### src/rtl/operand_pkg.sv
// Shared constants and types for the operand matrix streamer.
package operand_pkg;

    localparam int OP_MAX_DIM   = 4;
    localparam int OP_DIM_WIDTH = $clog2(OP_MAX_DIM + 1);
    localparam int ROW_STRIDE   = OP_MAX_DIM;

    localparam logic ORDER_ROW = 1'b0;
    localparam logic ORDER_COL = 1'b1;

    typedef enum logic [1:0] {
        IDLE,
        RUN,
        DRAIN,
        DONE
    } state_e;

endpackage

### src/rtl/operand_mat_streamer_if.sv
// Control, register-file read port and output stream of the operand streamer.
interface operand_mat_streamer_if
    import operand_pkg::*;
#(
    parameter int DATA_WIDTH = 32,
    parameter int ADDR_WIDTH = 5,
    parameter int DIM_WIDTH  = OP_DIM_WIDTH
);

    logic                  start_i;
    logic [DIM_WIDTH-1:0]  dim_i;
    logic                  col_major_i;
    logic                  busy_o;
    logic                  done_o;
    logic [ADDR_WIDTH-1:0] mem_addr_o;
    logic [DATA_WIDTH-1:0] mem_rd_data_i;
    // Output stream: a beat transfers on a rising clk edge where out_valid_o and
    // out_ready_i are both high; once raised, out_valid_o, out_data_o and
    // out_last_o hold steady until that transfer happens.
    logic [DATA_WIDTH-1:0] out_data_o;
    logic                  out_valid_o;
    logic                  out_ready_i;
    logic                  out_last_o;
    state_e                dbg_state;

    modport slave (
        input  start_i, dim_i, col_major_i, mem_rd_data_i, out_ready_i,
        output busy_o, done_o, mem_addr_o, out_data_o, out_valid_o, out_last_o,
        output dbg_state
    );

    modport master (
        output start_i, dim_i, col_major_i, mem_rd_data_i, out_ready_i,
        input  busy_o, done_o, mem_addr_o, out_data_o, out_valid_o, out_last_o,
        input  dbg_state
    );

endinterface

### src/rtl/operand_skid_fifo.sv
// Two-entry FIFO holding {last, data} beats between the register file and the stream.
module operand_skid_fifo #(
    parameter int WIDTH = 33
) (
    input  logic             clk_i,
    input  logic             rst_i,
    input  logic             push_i,
    input  logic [WIDTH-1:0] wdata_i,
    input  logic             pop_i,
    output logic [WIDTH-1:0] rdata_o,
    output logic [1:0]       count_o
);

    logic [WIDTH-1:0] mem_q [2];
    logic             wr_ptr_q;
    logic             rd_ptr_q;
    logic [1:0]       count_q;

    always_ff @(posedge clk_i or posedge rst_i) begin
        if (rst_i) begin
            mem_q[0] <= '0;
            mem_q[1] <= '0;
            wr_ptr_q <= 1'b0;
            rd_ptr_q <= 1'b0;
            count_q  <= 2'd0;
        end else begin
            if (push_i) begin
                mem_q[wr_ptr_q] <= wdata_i;
                wr_ptr_q        <= ~wr_ptr_q;
            end
            if (pop_i) begin
                rd_ptr_q <= ~rd_ptr_q;
            end
            count_q <= count_q + 2'(push_i) - 2'(pop_i);
        end
    end

    assign rdata_o = mem_q[rd_ptr_q];
    assign count_o = count_q;

endmodule

### src/rtl/operand_mat_streamer.sv
// Walks an N x N operand matrix in row- or column-major order and streams the
// elements out through a small FIFO that absorbs the one-cycle read latency.
module operand_mat_streamer
    import operand_pkg::*;
#(
    parameter int DATA_WIDTH = 32,
    parameter int ADDR_WIDTH = 5,
    parameter int MAX_DIM    = OP_MAX_DIM,
    parameter int DIM_WIDTH  = OP_DIM_WIDTH
) (
    input  logic                  clk_i,
    input  logic                  rst_i,
    operand_mat_streamer_if.slave bus
);

    state_e                state_q, state_d;
    logic [DIM_WIDTH-1:0]  n_q, o_q, i_q, n_last, dim_sat;
    logic                  col_q;
    logic                  inflight_q, last_inflight_q;
    logic [ADDR_WIDTH-1:0] cur_addr, addr_q;
    logic                  issue, issue_last, pop, out_valid, drained;
    logic [1:0]            fifo_count;
    logic [DATA_WIDTH:0]   fifo_head;

    assign dim_sat = (bus.dim_i > DIM_WIDTH'(MAX_DIM)) ? DIM_WIDTH'(MAX_DIM) : bus.dim_i;
    assign n_last  = n_q - DIM_WIDTH'(1);

    assign cur_addr = (col_q == ORDER_COL)
        ? ADDR_WIDTH'(i_q) * ADDR_WIDTH'(MAX_DIM) + ADDR_WIDTH'(o_q)
        : ADDR_WIDTH'(o_q) * ADDR_WIDTH'(MAX_DIM) + ADDR_WIDTH'(i_q);

    assign out_valid = (fifo_count != 2'd0);
    assign pop       = out_valid & bus.out_ready_i;

    // Only issue a read if the FIFO will still have room when its data lands.
    assign issue = (state_q == RUN) &&
                   (({1'b0, fifo_count} + {2'b0, inflight_q} - {2'b0, pop}) < 3'd2);
    assign issue_last = issue && (o_q == n_last) && (i_q == n_last);

    // Looks ahead through this cycle's pop so done follows the last handshake directly.
    assign drained = !inflight_q && ((fifo_count == 2'd0) || (fifo_count == 2'd1 && pop));

    always_comb begin
        state_d = state_q;
        case (state_q)
            IDLE:    if (bus.start_i) state_d = (dim_sat == '0) ? DONE : RUN;
            RUN:     if (issue_last)  state_d = DRAIN;
            DRAIN:   if (drained)     state_d = DONE;
            DONE:    state_d = IDLE;
            default: state_d = IDLE;
        endcase
    end

    always_ff @(posedge clk_i or posedge rst_i) begin
        if (rst_i) begin
            state_q <= IDLE;
        end else begin
            state_q <= state_d;
        end
    end

    always_ff @(posedge clk_i or posedge rst_i) begin
        if (rst_i) begin
            n_q             <= '0;
            o_q             <= '0;
            i_q             <= '0;
            col_q           <= ORDER_ROW;
            inflight_q      <= 1'b0;
            last_inflight_q <= 1'b0;
            addr_q          <= '0;
        end else begin
            inflight_q      <= issue;
            last_inflight_q <= issue_last;
            if (state_q == IDLE && bus.start_i) begin
                n_q   <= dim_sat;
                col_q <= bus.col_major_i;
                o_q   <= '0;
                i_q   <= '0;
            end else if (issue) begin
                addr_q <= cur_addr;
                if (i_q == n_last) begin
                    i_q <= '0;
                    o_q <= o_q + DIM_WIDTH'(1);
                end else begin
                    i_q <= i_q + DIM_WIDTH'(1);
                end
            end
        end
    end

    operand_skid_fifo #(
        .WIDTH (DATA_WIDTH + 1)
    ) u_fifo (
        .clk_i   (clk_i),
        .rst_i   (rst_i),
        .push_i  (inflight_q),
        .wdata_i ({last_inflight_q, bus.mem_rd_data_i}),
        .pop_i   (pop),
        .rdata_o (fifo_head),
        .count_o (fifo_count)
    );

    assign bus.mem_addr_o  = issue ? cur_addr : addr_q;
    assign bus.out_data_o  = fifo_head[DATA_WIDTH-1:0];
    assign bus.out_valid_o = out_valid;
    assign bus.out_last_o  = fifo_head[DATA_WIDTH] & out_valid;
    assign bus.busy_o      = (state_q != IDLE);
    assign bus.done_o      = (state_q == DONE);
    assign bus.dbg_state   = state_q;

endmodule

### src/flat_wrapper.sv
// flat-port wrapper written by rule: the top's interface ports become plain ports
module operand_mat_streamer_flat import operand_pkg::*;
#(
    parameter int DATA_WIDTH = 32,
    parameter int ADDR_WIDTH = 5,
    parameter int MAX_DIM    = OP_MAX_DIM,
    parameter int DIM_WIDTH  = OP_DIM_WIDTH
)
  (clk_i, rst_i, bus_start_i, bus_dim_i, bus_col_major_i, bus_mem_rd_data_i, bus_out_ready_i, bus_busy_o, bus_done_o, bus_mem_addr_o, bus_out_data_o, bus_out_valid_o, bus_out_last_o, bus_dbg_state);
  operand_mat_streamer_if #(.DATA_WIDTH(DATA_WIDTH), .ADDR_WIDTH(ADDR_WIDTH), .DIM_WIDTH(DIM_WIDTH)) bus_i ();
  input  logic clk_i;
  input  logic rst_i;
  input wire logic [$bits(bus_i.start_i)-1:0] bus_start_i;
  input wire logic [$bits(bus_i.dim_i)-1:0] bus_dim_i;
  input wire logic [$bits(bus_i.col_major_i)-1:0] bus_col_major_i;
  input wire logic [$bits(bus_i.mem_rd_data_i)-1:0] bus_mem_rd_data_i;
  input wire logic [$bits(bus_i.out_ready_i)-1:0] bus_out_ready_i;
  output wire logic [$bits(bus_i.busy_o)-1:0] bus_busy_o;
  output wire logic [$bits(bus_i.done_o)-1:0] bus_done_o;
  output wire logic [$bits(bus_i.mem_addr_o)-1:0] bus_mem_addr_o;
  output wire logic [$bits(bus_i.out_data_o)-1:0] bus_out_data_o;
  output wire logic [$bits(bus_i.out_valid_o)-1:0] bus_out_valid_o;
  output wire logic [$bits(bus_i.out_last_o)-1:0] bus_out_last_o;
  output wire logic [$bits(bus_i.dbg_state)-1:0] bus_dbg_state;
  assign bus_i.start_i = bus_start_i;
  assign bus_i.dim_i = bus_dim_i;
  assign bus_i.col_major_i = bus_col_major_i;
  assign bus_i.mem_rd_data_i = bus_mem_rd_data_i;
  assign bus_i.out_ready_i = bus_out_ready_i;
  assign bus_busy_o = bus_i.busy_o;
  assign bus_done_o = bus_i.done_o;
  assign bus_mem_addr_o = bus_i.mem_addr_o;
  assign bus_out_data_o = bus_i.out_data_o;
  assign bus_out_valid_o = bus_i.out_valid_o;
  assign bus_out_last_o = bus_i.out_last_o;
  assign bus_dbg_state = bus_i.dbg_state;
  operand_mat_streamer #(.DATA_WIDTH(DATA_WIDTH), .ADDR_WIDTH(ADDR_WIDTH), .MAX_DIM(MAX_DIM), .DIM_WIDTH(DIM_WIDTH)) u_core (.clk_i(clk_i), .rst_i(rst_i), .bus(bus_i));
endmodule
### config.mk
export PLATFORM = sky130hd
export DESIGN_NAME = operand_mat_streamer_flat
export DESIGN_NICKNAME = d
export VERILOG_FILES = /design/src/rtl/operand_pkg.sv /design/src/rtl/operand_mat_streamer_if.sv /design/src/rtl/operand_skid_fifo.sv /design/src/rtl/operand_mat_streamer.sv /design/src/flat_wrapper.sv
export SDC_FILE = /design/constraint.sdc
export NUM_CORES = 1
export LEC_CHECK = 0
export BUFFER_PORTS_ARGS = -buffer_cell sky130_fd_sc_hd__clkbuf_2
export CORE_AREA = 2 2 115 117
export DETAILED_ROUTE_END_ITERATION = 12
export DIE_AREA = 0 0 117 119
export REMOVE_ABC_BUFFERS = 1
export SYNTH_ARGS = -nofsm -noshare
export SYNTH_HDL_FRONTEND = slang
export SYNTH_HIERARCHICAL = 1
export SYNTH_SLANG_ARGS = --single-unit
### constraint.sdc
create_clock -name clk_i -period 6.95 [get_ports clk_i]
set_clock_uncertainty 0.1 [all_clocks]
set_input_delay 1.39 -clock clk_i [delete_from_list [all_inputs] [get_ports clk_i]]
set_output_delay 1.39 -clock clk_i [all_outputs]
set_load 0.05 [all_outputs]
After elaboration in Yosys (flattened, before gate mapping)

Index checks and enable logic that the tools add are counted.

Register bits after elaboration: 89
Input port bits: 40

Equality and inequality tests: 9
Add/sub/neg operators: 9
Order comparisons: 5
Reduce and logical (&&, ||, !) cells: 18
Mux-type cells: 20
Bitwise operators: 6

Operator list:

| cell                  | count |
|---|---|
| $mux W33              | 4 |
| $bwmux W66            | 1 |
| $demux W33 S1         | 1 |
| $mux W3               | 7 |
| $add A5 B3 Y5         | 2 |
| $mux W5               | 2 |
| $mux W2               | 4 |
| $pmux W2 S4           | 1 |
| $reduce_bool A2 Y1    | 4 |
| $logic_and A1 B1 Y1   | 7 |
| $add A3 B1 Y3 const B | 2 |
| $eq A3 B3 Y1          | 2 |
| $eq A2 B1 Y1 const B  | 2 |
| $eq A2 B2 Y1 const B  | 2 |
| $ge A2 B2 Y1 const B  | 2 |
| $logic_not A2 Y1      | 2 |
| $ne A2 B1 Y1 const B  | 2 |
| $not A1 Y2            | 2 |
| $add A2 B1 Y3         | 1 |
| $gt A3 B3 Y1 const B  | 1 |
| $logic_not A3 Y1      | 1 |
| $lt A3 B2 Y1 const B  | 1 |
| $reduce_and A3 Y1     | 1 |
| $sub A3 B1 Y3         | 1 |
| 10 further kinds      | 12 |

Longest topological paths before layout

Word-level depth: 9
Mapped depth: 11

By module

The synthesis kept the hierarchy.

Modules (own cells, without submodules):

| module               | times used | area an instance (um^2) | cells an instance |
|---|---|---|---|
| operand_skid_fifo    | 1          | 3190.6                  | 191 |
| operand_mat_streamer | 1          | 1276.2                  | 128 |

Worst setup path after synthesis

OpenSTA, ideal clock, no wires.

Kind: input port to output port
Start: input bus_out_ready_i
End: output bus_mem_addr_o[2]
Stages on the path: 8
Arrival time: 3.571 ns
Setup slack: 1.889 ns
Data required time: 5.460 ns
Cell sequence: and2_1 ha_1 nand2b_1 fa_1 xnor2_2 nand3_2 buf_2 o21ai_1

Word-level cells in the longest chain between the ends: 5

Ends and longest elaborated chain:

| what                | RTL line                    | source |
|---|---|---|
| start: declaration  | flat_wrapper.sv:17          | `input wire logic [$bits(bus_i.out_ready_i)-1:0] bus_out_ready_i;` |
| $and A1 B1 Y1       | operand_mat_streamer.sv:33  | `assign pop = out_valid & bus.out_ready_i;` |
| $sub A3 B1 Y3       | operand_mat_streamer.sv:37  | `(({1'b0, fifo_count} + {2'b0, inflight_q} - {2'b0, pop}) < 3'd2);` |
| $lt A3 B2 Y1        | operand_mat_streamer.sv:37  |  |
| $logic_and A1 B1 Y1 | operand_mat_streamer.sv:36  | `assign issue = (state_q == RUN) &&` |
| $mux W5             | operand_mat_streamer.sv:103 | `assign bus.mem_addr_o = issue ? cur_addr : addr_q;` |
| end: declaration    | flat_wrapper.sv:20          | `output wire logic [$bits(bus_i.mem_addr_o)-1:0] bus_mem_addr_o;` |

No other way between the ends.

Worst setup path after layout

Start: input bus_out_ready_i
End: output bus_mem_addr_o[1]

Word-level cells in the longest chain between the ends: 5

Ends and longest elaborated chain:

| what                 | RTL line                    | source |
|---|---|---|
| $and A1 B1 Y1        | operand_mat_streamer.sv:33  |  |
| named net u_core.pop | operand_mat_streamer.sv:21  | `logic issue, issue_last, pop, out_valid, drained;` |
| $sub A3 B1 Y3        | operand_mat_streamer.sv:37  |  |
| $lt A3 B2 Y1         | operand_mat_streamer.sv:37  |  |
| $logic_and A1 B1 Y1  | operand_mat_streamer.sv:36  |  |
| $mux W5              | operand_mat_streamer.sv:103 |  |

The timed path passes the listed nets, and every way through them passes these cells.

==> qor.txt <==
metal3 WL - 565 um
Yosys reg bits - 89
Die Width - 117 um
yosys warns - 6
Initial Util - 34.7%
final hold violations - 0
Clock Path Buffers - 2
CTS Hold Buffers Added - 0
post-route insts no fill - 581
Max Cap Violations - 0
Vias - 2,662
status - finished, final reports clean
Cell variety after synth - 38
mean number of vias per cell - 4.58
area of the multi-input gates - 2060 sq um
CTS buffer count - 9
post-CTS sizing - 0
maximum fanout along the worst path - 14
Highest Clock Rate - 200 MHz
share of layout cells above drive strength 1 - 53.3%
CTS tree - built
FILL cells - 1,237
Worst Tran Pin Value - 0.886 ns
Initial DRC Count - 114
FF+latch area - 2230 sq um
met2 WL - 4080 um
setup violators final - 0
setup bufs post-CTS - 0
Critical Path RT - 5.46 ns
final worst-path cycle share - 71.9%
Core Rows - 42
Final nets - 456
die extent in y - 119 um
largest net degree at the start of global routing - 71
Mapped Cells - 319
Mapped Area - 4470 sq um
Core ar. - 12,900 sq um
Seq/Total Area, Yosys - 49.9%
Slew Limit Fails - 0
total track usage - 12.9%
CTS sink cnt - 89
GPL Wtd Cong - 0.728
first-pass GRT wire length - 13,900 um
Layout area overhead - 18.3%
htree depth - 3
I/O Buffers - 82
die area - 13,900 sq um
Slew HR - 40.7%
# diodes - 0
Setup Slack @ Placement - 1.95 ns
Post-DP HPWL - 5730 um
Critical Path Start Type - primary input
Metal-1 WL - 3770 um
DRC viols - 0
CP Class - primary input to primary output
Worst Setup End Kind - primary output
Routed WL - 8500 um
routed len/inst - 14.6 um
grt total ovfl - 0
class of the worst hold path - register to register
vias in the first global route - 2,847
Arrival @ worst endpoint - 3.51 ns
Post-DRT Antenna Nets - 0
uppermost routed layer - met4
Sum Neg Setup Slack - 0 ns
Final WS setup - 1.95 ns
post-layout minimum cycle time - 5.00 ns
Ports - 83
dominant cell type by area after synthesis - dfrtp_1
RSZ-0062 raised after global routing - no
placed cell count - 565
Mean Syn Cell Area - 14.0 sq um
Yosys top cell area share - 49.9%
Reg clk slew, reported paths - 0.06 ns
Clk Latency, worst-skew pair - 0.34 ns
initial antenna violation count - 0
DRT Pass-1 Iters - 4
Root Buffer - clkbuf_16
top post-synthesis cells by area - dfrtp_1 (50%), mux2_2 (19%), mux2_4 (10%)
metal layers:
layer	GRT usage [%]	up-vias
met5	0	-
met4	3.31	0
met3	5.50	8
met2	21.5	67
met1	15.2	1327
li1	-	1260
state kept, by name, summed over array words and instances (netlist names):
register / flops
u_core/last_inflight_q: 1
u_core/i_q: 3
u_core/u_fifo/count_o: 2
u_core/u_fifo/mem_q: 66
u_core/o_q: 3
u_core/inflight_q: 1
u_core/n_q: 3
u_core/addr_q: 5
u_core/bus.dbg_state: 2
u_core/u_fifo/wr_ptr_q: 1
u_core/col_q: 1
u_core/u_fifo/rd_ptr_q: 1
worst paths after layout:
kind | from | end | slack (ns) | depth (start not counted)
worst max-delay path | bus_out_ready_i | bus_mem_addr_o[1] | 1.95 | 9
worst min-delay path | u_core/u_fifo/mem_q[16] | u_core/u_fifo/mem_q[16] | 0.40 | 1
worst max register to register | u_core/u_fifo/count_o[1] | u_core/bus.dbg_state[0] | 3.64 | 11
worst min register to register | u_core/u_fifo/mem_q[16] | u_core/u_fifo/mem_q[16] | 0.40 | 1
max in group asynchronous | rst_i | u_core/u_fifo/mem_q[2] | 4.96 | 3
min in group asynchronous | rst_i | u_core/i_q[2] | 1.08 | 2
cell usage in the layout, fill, tap and decap left out, types with 2 or more instances in the layout:
cell / n
clkbuf_2: 82
nand2_1: 18
inv_6: 3
dfrtp_1: 89
mux2_2: 74
ha_1: 15
inv_2: 2
a21oi_1: 4
xnor2_2: 2
buf_4: 3
o21ai_0: 3
xnor2_1: 6
clkbuf_16: 9
o21ai_1: 5
xor2_1: 8
inv_1: 10
and2_1: 2
nor2_1: 9
mux2_4: 30
mux2i_1: 9
nand3b_1: 2
stage by stage:
stage,hold slack [ns],area (sq um),util [%]
detailed placement,0.388,4980,38.7
finish,0.401,5280,41.0
CTS,0.404,5280,41.0
global placement,0.381,4980,38.7
floorplan,0.374,4320,-
global route,0.417,5280,41.0
Yosys cell counts (all sizes together):
library cell,n
clkbuf,1
nor3,1
nor3b,1
nand3,2
mux2,104
o21ai,8
nand3b,2
nor2,10
fa,1
nand4,1
xor2,8
and2,2
mux2i,9
or2,1
nand2,19
xnor2,8
o211ai,1
a21oi,4
nand2b,1
and3,1
inv,12
nor2b,2
buf,14
ha,15
dfrtp,89
o31ai,2
kinds of logic after synthesis:
logic type / Yosys count / synth area share, %
xor+xnor: 16 / 3.47
simple gates: 43 / 4.79
buf+inv: 27 / 4.20
mux: 113 / 30.8
compound gates: 15 / 2.27
flops: 89 / 49.9
fa+ha+maj: 16 / 4.65
cell type report:
type / instances / area share [%]
repair buffers: 85 / 8.19
flip-flops and latches: 89 / 42.2
well taps: 176 / 4.17
clock buffers: 10 / 4.33
inverters: 12 / 0.852
multi-input cells: 203 / 38.9
clock inverters: 6 / 1.37
worst max-delay path, stage by stage:
cell and delay (ns):
clkbuf_2 0.09, and2_1 0.17, ha_1 0.29, nand2b_1 0.15
fa_1 0.41, xnor2_2 0.15, nand3_2 0.27, o21ai_1 0.27
clkbuf_2 0.31
Power is not shown: default switching activity piles up to over one toggle a cycle in this logic, so the estimate is an artifact.
